$ cat src/rtl/ad_sample_packer.sv
// ad_sample_packer: tags AD7606 sample strobes with a channel index, drops
// masked channels, packs kept samples in pairs into 32-bit words and buffers
// them in a first-word-fall-through FIFO with a valid/ready output.
module ad_sample_packer #(
  parameter logic [7:0]  CH_MASK  = 8'hFF,
  parameter int unsigned FIFO_AW  = 4,
  parameter logic [15:0] PAD_WORD = 16'h0
) (
  input  logic               clk,
  input  logic               rst,
  input  logic               frame_start,
  input  logic [15:0]        s_data,
  input  logic               s_valid,
  output logic [31:0]        m_data,
  output logic               m_sof,
  output logic               m_valid,
  input  logic               m_ready,
  output logic [FIFO_AW:0]   fifo_level,
  output logic               overflow,
  output logic               frame_err,
  input  logic               err_clr
);

  localparam int unsigned NCH   = 8;
  localparam int unsigned DEPTH = 2 ** FIFO_AW;
  localparam int unsigned LW    = FIFO_AW + 1;

  typedef enum logic {LOW = 1'b0, HALF = 1'b1} state_t;

  state_t        state, state_nxt, st_eff;
  logic [3:0]    ch_idx, ch_idx_nxt, idx_eff;
  logic          sof_pend, sof_pend_nxt;
  logic [15:0]   lo_reg, lo_reg_nxt;
  logic          lo_sof, lo_sof_nxt;
  logic          remain, keep, ferr_set;
  logic          push, push_sof;
  logic [31:0]   push_data;

  logic [FIFO_AW:0] wr_ptr, rd_ptr, level_nxt;
  logic [32:0]      mem [DEPTH];
  logic             full, pop, push_ok;

  // Any enabled channel at or above the current index still to come in this frame
  always_comb begin
    remain = 1'b0;
    for (int unsigned i = 0; i < NCH; i++) begin
      if (CH_MASK[3'(i)] && (4'(i) >= ch_idx)) remain = 1'b1;
    end
  end

  // Packer next-state: frame_start first, then odd-count flush, then the sample
  always_comb begin
    state_nxt    = state;
    ch_idx_nxt   = ch_idx;
    sof_pend_nxt = sof_pend;
    lo_reg_nxt   = lo_reg;
    lo_sof_nxt   = lo_sof;
    st_eff       = state;
    idx_eff      = ch_idx;
    keep         = 1'b0;
    ferr_set     = 1'b0;
    push         = 1'b0;
    push_sof     = 1'b0;
    push_data    = '0;

    if (frame_start) begin
      st_eff       = LOW;
      idx_eff      = '0;
      ch_idx_nxt   = '0;
      sof_pend_nxt = 1'b1;
      if (state == HALF) begin
        ferr_set  = 1'b1;
        state_nxt = LOW;
      end
    end else if (state == HALF && !remain) begin
      push      = 1'b1;
      push_sof  = lo_sof;
      push_data = {PAD_WORD, lo_reg};
      state_nxt = LOW;
    end

    if (s_valid) begin
      if (idx_eff == 4'd8) begin
        ferr_set = 1'b1;
      end else begin
        ch_idx_nxt = idx_eff + 4'd1;
        keep       = CH_MASK[idx_eff[2:0]];
      end
    end

    // A flush only fires when no enabled channel remains, so it never meets keep
    if (keep) begin
      if (st_eff == LOW) begin
        lo_reg_nxt   = s_data;
        lo_sof_nxt   = sof_pend_nxt;
        sof_pend_nxt = 1'b0;
        state_nxt    = HALF;
      end else begin
        push      = 1'b1;
        push_sof  = lo_sof;
        push_data = {s_data, lo_reg};
        state_nxt = LOW;
      end
    end
  end

  // Packer state register
  always_ff @(posedge clk or posedge rst) begin
    if (rst) state <= LOW;
    else     state <= state_nxt;
  end

  // Packer datapath registers
  always_ff @(posedge clk or posedge rst) begin
    if (rst) begin
      ch_idx   <= '0;
      sof_pend <= 1'b0;
      lo_reg   <= '0;
      lo_sof   <= 1'b0;
    end else begin
      ch_idx   <= ch_idx_nxt;
      sof_pend <= sof_pend_nxt;
      lo_reg   <= lo_reg_nxt;
      lo_sof   <= lo_sof_nxt;
    end
  end

  assign full    = (wr_ptr[FIFO_AW] != rd_ptr[FIFO_AW]) &&
                   (wr_ptr[FIFO_AW-1:0] == rd_ptr[FIFO_AW-1:0]);
  assign pop     = m_valid & m_ready;
  assign push_ok = push & (~full | pop);

  // Word count after this cycle's push/pop
  always_comb begin
    level_nxt = fifo_level;
    if (push_ok && !pop)      level_nxt = fifo_level + LW'(1);
    else if (!push_ok && pop) level_nxt = fifo_level - LW'(1);
  end

  // FIFO storage; contents are don't-care until written
  always_ff @(posedge clk) begin
    if (push_ok) mem[wr_ptr[FIFO_AW-1:0]] <= {push_sof, push_data};
  end

  // FIFO pointers, level and not-empty flag
  always_ff @(posedge clk or posedge rst) begin
    if (rst) begin
      wr_ptr     <= '0;
      rd_ptr     <= '0;
      fifo_level <= '0;
      m_valid    <= 1'b0;
    end else begin
      if (push_ok) wr_ptr <= wr_ptr + LW'(1);
      if (pop)     rd_ptr <= rd_ptr + LW'(1);
      fifo_level <= level_nxt;
      m_valid    <= (level_nxt != '0);
    end
  end

  // Head word falls through; forced to zero while the FIFO is empty
  assign {m_sof, m_data} = m_valid ? mem[rd_ptr[FIFO_AW-1:0]] : 33'h0;

  // Sticky error flags; a same-cycle error wins over err_clr
  always_ff @(posedge clk or posedge rst) begin
    if (rst) begin
      overflow  <= 1'b0;
      frame_err <= 1'b0;
    end else begin
      overflow  <= (overflow & ~err_clr) | (push & ~push_ok);
      frame_err <= (frame_err & ~err_clr) | ferr_set;
    end
  end

endmodule

$ cat config.mk
export PLATFORM = sky130hd
export DESIGN_NAME = ad_sample_packer
export DESIGN_NICKNAME = d
export VERILOG_FILES = /design/src/rtl/ad_sample_packer.sv
export SDC_FILE = /design/constraint.sdc
export NUM_CORES = 1
export LEC_CHECK = 0
export BUFFER_PORTS_ARGS = -buffer_cell sky130_fd_sc_hd__buf_4
export CORE_MARGIN = 1
export CORE_UTILIZATION = 56
export DETAILED_ROUTE_END_ITERATION = 12
export PLACE_DENSITY = 0.74
export SYNTH_ARGS = -nofsm -noshare
export SYNTH_HDL_FRONTEND = slang
export SYNTH_SLANG_ARGS = --single-unit
$ cat constraint.sdc
create_clock -name clk -period 4.81 [get_ports clk]
set_clock_uncertainty 0.2 [all_clocks]
set_input_delay 0.2405 -clock clk [delete_from_list [all_inputs] [get_ports clk]]
set_output_delay 0.2405 -clock clk [all_outputs]
set_load 0.03 [all_outputs]
* After elaboration in Yosys (flattened, before gate mapping) *
Memories as Yosys holds them, arrays and structs flattened.
Index checks and enable logic that the tools add are counted.

operators by class
  mux-type cells = 43
  reduce and logical (&&, ||, !) cells = 10
  order comparisons = 9
  bitwise logic cells = 12
  $add $sub $neg = 5
  equal/unequal tests = 3

operator list
  operator                                                                            number
  32-bit two-way mux                                                                  2
  1-bit two-way mux                                                                   33
  33-bit two-way mux                                                                  1
  16-bit two-way mux                                                                  2
  3-bit by 4-bit greater-or-equal comparator with 1-bit output, first input constant  4
  5-bit by 1-bit adder with 5-bit output, second input constant                       3
  4-bit two-way mux                                                                   3
  5-bit two-way mux                                                                   2
  1-bit by 4-bit greater-or-equal comparator with 1-bit output, first input constant  2
  2-bit by 4-bit greater-or-equal comparator with 1-bit output, first input constant  2
  1-bit bitwise AND                                                                   5
  5-bit nonzero test                                                                  1
  5-bit by 1-bit subtractor with 5-bit output, second input constant                  1
  4-bit by 1-bit adder with 4-bit output, second input constant                       1
  4-bit == test                                                                       1
  4-bit == test, second input constant                                                1
  1-bit logical AND                                                                   4
  3-bit by 4-bit less-than comparator with 1-bit output, second input constant        1
  1-bit inverter                                                                      4
  1-bit logical NOT                                                                   3
  1-bit OR                                                                            3
  3-bit nonzero test                                                                  1
  2-bit AND reduction                                                                 1
  1-bit != test                                                                       1

storage, ports and cells
  RAM bits = 528
  output and inout bits = 41
  word-level logic and storage cells = 95
  register bits after elaboration = 41
  memories = 2
  ROM bits = 8
  input bits = 22

memory list
  memory            depth  width  read ports  clocked after memory_dff  wr ports  RTL line  source
  mem               16     33     1           0                         1         40        logic [32:0] mem [DEPTH];
  (name not given)  8      1      1           0                         0         87        keep = CH_MASK[idx_eff[2:0]];

* Depth between registers and ports, before layout *
Gate-level depths: netlist of the first run.

  word-level depth = 21
  mapped depth = 8
  depth with buffers taken out = 7

* Least setup slack after synthesis of the first run *
No wires, ideal clock.

  path kind = reg-to-reg
  from = reg rd_ptr[1]
  to = mem mem[2][0] (enable)
  setup slack = 0.329 ns
  data required time = 4.146 ns
  buffers on the path = 1
  cell stages (with the launch flop) = 7
  clock period less this slack = 4.481 ns
  library setup time = 0.464 ns
  arrival = 3.816 ns
  cells stage by stage = dfrtp_1 buf_2 xor2_1 nor3_4 a311oi_2 nand2_1 nor3_1

on the way
  word-level cells in the longest chain between the ends = 7

RTL lines
  what                                     RTL line  source
  start: declaration                       39        logic [FIFO_AW:0] wr_ptr, rd_ptr, level_nxt;
  start signal: assignment                 154       if (pop) rd_ptr <= rd_ptr + LW'(1);
  4-bit == test                            129       (wr_ptr[FIFO_AW-1:0] == rd_ptr[FIFO_AW-1:0]);
  1-bit logical AND                        128       assign full = (wr_ptr[FIFO_AW] != rd_ptr[FIFO_AW]) &&
  1-bit inverter                           131       assign push_ok = push & (~full | pop);
  1-bit OR                                 131
  1-bit bitwise AND                        131
  1-bit two-way mux                        142       if (push_ok) mem[wr_ptr[FIFO_AW-1:0]] <= {push_sof, push_data};
  1-bit two-way mux (implied by the code)  142
  end: declaration                         40

No other way between the ends.

* Worst setup path in the final report of the first run *
  from = reg rd_ptr[0]
  to = out m_data[23]

on the way
  word-level cells in the longest chain between the ends = 2

RTL lines
  what                RTL line  source
  memory 16 x 33 bit  --
  33-bit two-way mux  161       assign {m_sof, m_data} = m_valid ? mem[rd_ptr[FIFO_AW-1:0]] : 33'h0;
  end: declaration    14        output logic [31:0] m_data,

No other way between the ends.

==> metrics.md, run 1 <==
| Metric | Value |
|---|---|
| Internal | `10.1 mW` |
| Clock transition at path regs | `0.06 ns` |
| Via count of the routed design | `10,510` |
| Worst skew pair latency | `0.58 ns` |
| Die X | `201 um` |
| Initial antenna violation count | `3` |
| Net switching power | `4.40 mW` |
| Status | `complete, no violations` |
| Dominant synthesized flop cell | `edfxtp_1` |
| Cell mode on critical path | `mux4_2` |
| RSZ-0062 raised after global routing | `false` |
| Initial Util | `57.2%` |
| Worst Hold Class | `primary input to asynchronous set/reset pin` |
| Yosys warning count | `0` |
| CP Class | `register to primary output` |
| Syn_nets | `1,023` |
| Initial DRC Count | `1,170` |
| Clock root buffer | `clkbuf_16` |
| Max stage delay on crit path | `0.62 ns` |
| Post-CTS Repair Setup Buffers | `0` |
| Fin crit share | `76.2%` |
| Cell total after placement | `1,552` |
| Ys async rst share | `7.21%` |
| F_max | `273 MHz` |
| Vias per std cell | `6.29` |
| H-tree depth | `2` |
| Largest net degree at the start of global routing | `136` |
| CTS tree | `built` |
| Fin. max-slew vios | `0` |
| Total Nets Final | `1,142` |
| Clock power frac | `27.5%` |
| Number of synthesized register bits | `569` |
| Worst Reg-to-Reg Cells | `6` |
| Unique cell type count in the Yosys netlist | `46` |
| CORE AREA | `38,900 um2` |
| Worst Setup End Kind | `primary output` |
| Layout cells sized above 1 | `32.5%` |
| Crit-path slowest cell | `mux4_2` |
| Drt total wl | `47,600 um` |
| Vias in the first global route | `11,087` |
| I/O pin cnt | `63` |
| Post-Syn Area | `22,300 um2` |
| Die area | `40,600 um2` |
| PD cells | `571 nW/um2` |
| DR pass1 iterations | `7` |
| CP Max Fanout | `104` |
| Post-route cell area | `25,400 um2` |
| DRC viols | `0` |
| Final ANT Viol Nets | `0` |
| Sw frac | `30.4%` |
| Slew HR | `31.5%` |
| Synthesized area per cell | `22.5 um2` |
| Sequential area share after synthesis | `75.8%` |
| Routed length per instance | `28.5 um` |
| CP startpoint kind | `register` |
| Ant diodes | `0` |
| Die Y | `201 um` |
| Post-route minimum period | `3.66 ns` |
| # setup viols final | `0` |
| Fin cells | `1,672` |
| Synth-to-Final Area Change | `14.0%` |
| Peak VDD IR | `0.706 mV` |
| Lkg Pwr | `8.41 nW` |
| Dpl cell area | `23,500 um2` |
| Part of the power in registers | `39.7%` |
| Cell count after synthesis | `992` |
| Rows | `72` |
| Bufs on Longest Clock Path | `3` |
| Max-cap check violation count | `0` |
| Crit path cell chain | `buf_12 > mux4_2 > mux4_2 > and2_1 > buf_4` |
| FILL cells | `2,525` |
| TritonCTS Sinks | `569` |
| Combinational power share | `32.8%` |
| Final Wtd Congestion | `0.775` |
| DP Wirelength | `25,200 um` |
| Gr usage total | `24.5%` |
| GR Overflow Total | `0` |
| Crit path arrival time | `3.22 ns` |
| Number of flip-flops in the largest register | `528` |
| PortBufs | `62` |
| Worst Tran Pin Value | `1.02 ns` |
| First-pass GRT wire length | `71,600 um` |
| TNS Setup | `0 ns` |
| Total CTS buffers | `53` |
| Final Hold Viols | `0` |
| Crit path required time | `4.37 ns` |
| EDFF count, synth | `528` |
[layer usage]
| layer | GRT usage [%] | vias to the layer above | part of all wire, % |
|---|---|---|---|
| met5 | 0 | - | 0.023 |
| met4 | 8.63 | 2 | 3.1 |
| met3 | 4.78 | 97 | 8.0 |
| met2 | 38.8 | 508 | 49 |
| met1 | 34.7 | 5541 | 40 |
| li1 | - | 4362 | - |
[power groups by stage]
stage / Sequential (mW) / Combinational (mW) / Clock (mW)
2_1_floorplan: 5.84 / 3.46 / 0
3_3_place_gp: 5.85 / 4.78 / 0
3_5_place_dp: 5.86 / 4.79 / 0
4_1_cts: 5.76 / 4.82 / 4.02
5_1_grt: 5.78 / 5.06 / 4.22
6_report: 5.76 / 4.76 / 3.98
[cell usage in the layout (no fill, tap or decap), drive strengths merged, types with 2 or more instances in the layout]
cell and count:
buf 94, nand4 4, a41oi 2, o21ai 6
nand3 3, mux2 16, a21oi 4, mux4 165
and2 51, nand2 17, a31oi 2, xnor2 12
o22ai 2, xor2 6, clkinv 15, nor2 21
and3 17, o211ai 2, inv 9, ha 9
clkbuf 82, edfxtp 528, nor3 5, nand2b 5
dlygate4sd3 22, dfrtp 41
[timing repair]
action / 4_1_cts / 5_1_grt
hold buffers: 22 / 0
endpoints found under the hold margin: 68 / 0
resized for setup: 0 / 0
[logic make-up after synthesis]
group                    after synthesis  share of synthesized area [%]
XOR/XNOR                              18                          0.741
flip-flops                           569                           75.8
AO/OA/AOI/OAI                         23                          0.764
AND/OR/NAND/NOR                      130                           3.31
multiplexers                         181                           17.5
adder cells (fa/ha/maj)                9                          0.506
buffers and inverters                 62                           1.40
[area by class of cell]
cell class	count	area (um2)	share of cell area (%)
inverter	10	37.5	0.148
clock inverter	16	115	0.453
multi-input combinational	361	5190	20.4
timing repair buffer	116	963	3.79
tap	518	648	2.55
clock buffer	82	1550	6.09
sequential	569	16900	66.5
[per-stage QoR]
stage	util (%)	hold WS (ns)	power (mW)	worst slack [ns]
after floorplan	-	0.107	9.31	0.329
after global placement	60.4	0.203	10.6	1.35
final	65.2	0.155	14.5	1.15
after detailed placement	60.4	0.206	10.6	1.27
after global routing	65.2	0.227	15.1	0.973
after CTS	65.2	0.156	14.6	1.08
[cell usage after synthesis (4+ instances only)]
library cell  instances  area share [%]
clkbuf_1             18            0.30
edfxtp_1            528              71
nand4_1               4            0.11
buf_2                16            0.36
nand2_1              16            0.27
and3_1               17            0.48
ha_1                  9            0.51
xnor2_1              12            0.47
o21ai_0               5            0.11
xor2_1                5            0.20
buf_4                 6            0.20
buf_6                 5            0.25
mux4_2              165              17
inv_1                10            0.17
and2_1               51             1.4
buf_1                 7            0.12
dfrtp_1              41             4.6
nor3_1                4           0.090
nor2_1               19            0.32
nand2b_1              5            0.14
mux2_2               16            0.81
[path summary, 6_finish.rpt]
| path | from | endpoint | slack (ns) |
|---|---|---|---|
| max in group asynchronous | rst | rd_ptr[1] | 3.84 |
| min in group clk | err_clr | overflow | 0.24 |
| setup reg to reg | wr_ptr[2] | mem[4][2] | 1.29 |
| hold / removal | rst | rd_ptr[0] | 0.15 |
| hold reg to reg | lo_sof | lo_sof | 0.27 |
| setup / recovery | rd_ptr[0] | m_data[23] | 1.15 |
[worst max-delay path: cells and delay by family, from the launching register on]
family	cells	cell delay, ns
buf+inv	2	0.77
flops	1	0.44
mux	2	1.12
simple gates	1	0.19
Note: power is estimated with default switching activity, not from simulation.
==> run 2, diff against run 1 <==
clock period = 3 ns   (was 4.81 ns; I/O delays follow)
==> metrics.md, run 2 (same netlist as run 1, synthesis figures left out) <==
| Metric | Value |
|---|---|
| Status | `finished, violations left` |
| Failing checks | `setup timing` |
| H-tree depth | `2 (unchanged)` |
| Via count of the routed design | `11,176 (+6.3%)` |
| R2R Path Start | `rd_ptr[0]` |
| Total CTS buffers | `54 (+1.9%)` |
| DRC viols | `0 (unchanged)` |
| Clock root buffer | `clkbuf_16` |
| Reg-to-Reg End | `mem[3][17]` |
| TNS Setup | `-5.13 ns (-5.13 ns)` |
| PD cells | `989 nW/um2 (+73%)` |
| Die X | `201 um (unchanged)` |
| Synth-to-Final Area Change | `20.7%` |
| Post-route cell area | `26,900 um2 (+5.9%)` |
| Final ANT Viol Nets | `0 (unchanged)` |
| CORE AREA | `38,900 um2 (unchanged)` |
| F_max | `309 MHz` |
| Vias per std cell | `6.50 (+3.4%)` |
| FILL cells | `2,312 (-8.4%)` |
| CP startpoint kind | `register` |
| Layout cells sized above 1 | `38.9% (+6.4 points)` |
| Reg2Reg Setup Slack | `0.12 ns (-1.17 ns)` |
| Cell total after placement | `1,571 (+1.2%)` |
| CP Class | `register to primary output` |
| Most frequent cells in the layout | `edfxtp_1 (528), mux4_2 (165), buf_4 (60), clkbuf_16 (57), dfrtp_1 (37)` |
| RSZ-0062 raised after global routing | `true` |
| Bufs on Longest Clock Path | `3 (unchanged)` |
| First-pass GRT wire length | `78,400 um (+9.5%)` |
| GR Overflow Total | `0 (unchanged)` |
| Met2 wire len | `27,800 um (+19%)` |
| Rows | `72 (unchanged)` |
| Final Wtd Congestion | `0.793 (+2.3%)` |
| Metal-1 WL | `20,200 um (+6.9%)` |
| Final Hold Viols | `0 (unchanged)` |
| Worst Tran Pin Value | `0.927 ns (-0.0978 ns)` |
| Slew HR | `38.2% (+6.7 points)` |
| Clock transition at path regs | `0.07 ns (about the same)` |
| PortBufs | `62 (unchanged)` |
| Die area | `40,600 um2 (unchanged)` |
| Max-cap check violation count | `0 (unchanged)` |
| Crit path arrival time | `2.88 ns (-0.34 ns)` |
| Crit path cell chain | `buf_12 > buf_16 > buf_16 > mux4_2 > mux4_2 > and2_4 > buf_6` |
| Worst Reg-to-Reg Cells | `7 (+1)` |
| Worst Hold Class | `primary input to asynchronous set/reset pin` |
| I/O pin cnt | `63 (unchanged)` |
| Post-route minimum period | `3.23 ns` |
| Most common cell after layout, fill and taps aside | `edfxtp_1` |
| Post-route setup slack | `-0.232 ns (-1.38 ns)` |
| Routed length per instance | `31.6 um (+11%)` |
| Initial antenna violation count | `0 (-3)` |
| Initial DRC Count | `1,267 (+8.3%)` |
| CP Max Fanout | `6 (-94%)` |
| Max stage delay on crit path | `0.52 ns (-0.10 ns)` |
| Worst skew pair latency | `0.58 ns (about the same)` |
| Worst Setup End Kind | `primary output` |
| Dpl cell area | `23,900 um2 (+1.7%)` |
| Initial Util | `57.2% (unchanged)` |
| Post-layout util | `69.1% (+3.9 points)` |
| Largest net degree at the start of global routing | `95 (-30%)` |
| CTS tree | `built` |
| Number of flip-flops in the largest register | `528 (unchanged)` |
| Fin. max-slew vios | `0 (unchanged)` |
| Gr usage total | `27.1% (+2.6 points)` |
| Lkg Pwr | `9.11 nW (+8.4%)` |
| Crit path required time | `2.65 ns (-1.72 ns)` |
| TritonCTS Sinks | `569 (unchanged)` |
| Total Nets Final | `1,190 (+4.2%)` |
| Max Used Layer | `met4` |
| # setup viols final | `33 (+33)` |
| Ant diodes | `0 (unchanged)` |
| Vias in the first global route | `11,660 (+5.2%)` |
| DP Wirelength | `25,800 um (+2.4%)` |
| Die Y | `201 um (unchanged)` |
| Drt total wl | `54,400 um (+14%)` |
| Fin cells | `1,720 (+2.9%)` |
| Fin crit share | `108%` |
| Peak VDD IR | `0.701 mV (-0.77%)` |
| Routed length on met3 | `4960 um (+30%)` |
| DR pass1 iterations | `5 (-2)` |
| Crit-path slowest cell | `mux4_2` |
run 2: area by class of cell:
cell class	instances	area [um2]	area share, %
inverter	10	37.5	0.140
sequential	569	16900	62.8
timing repair buffer	163	2100	7.79
clock buffer	67	1470	5.47
multi-input combinational	361	5310	19.8
tap	518	648	2.41
clock inverter	32	437	1.62
run 2: how the worst max path moves through the flow:
| stage | endpoint | cells past startpoint | from |
|---|---|---|---|
| finish | m_data[15] | 7 | rd_ptr[0] |
| global route | m_data[15] | 7 | rd_ptr[0] |
| CTS | m_data[15] | 7 | rd_ptr[0] |
| detailed placement | m_data[19] | 6 | rd_ptr[0] |
| global placement | m_data[11] | 6 | rd_ptr[0] |
| floorplan | mem[12][0] | 4 | m_valid |
run 2: layer usage:
metal / vias to the layer above / GRT usage [%]
met1: 5888 / 37.3
met3: 105 / 4.16
li1: 4463 / -
met4: 0 / 9.31
met5: - / 0
met2: 720 / 44.9
run 2: where the power goes:
| group | internal [mW] | switching (mW) |
|---|---|---|
| combinational | 5.24 | 4.75 |
| sequential | 9.01 | 0.245 |
| clock | 4.42 | 2.93 |
run 2: stage by stage:
stage               hold WS (ns)  worst slack [ns]  total power [mW]
detailed placement         0.169             0.267              17.3
global route               0.170            -0.273              27.4
finish                     0.137            -0.232              26.6
floorplan                 0.0164           -0.0585              15.0
global placement           0.154             0.304              17.2
CTS                        0.152            -0.236              26.6
run 2: worst max-delay path: cells and delay by family, from the launching register on:
kind / cells / cell delay [ns]
flip-flops: 1 / 0.51
buffers and inverters: 4 / 0.57
AND/OR/NAND/NOR: 1 / 0.18
multiplexers: 2 / 1.04
run 2: timing repair:
action,CTS,global route
gates cloned,14,2
endpoints found under the hold margin,74,0
gates resized for setup,89,11
endpoints found under the setup margin,33,74
hold buffers,23,0
buffers inserted,12,3
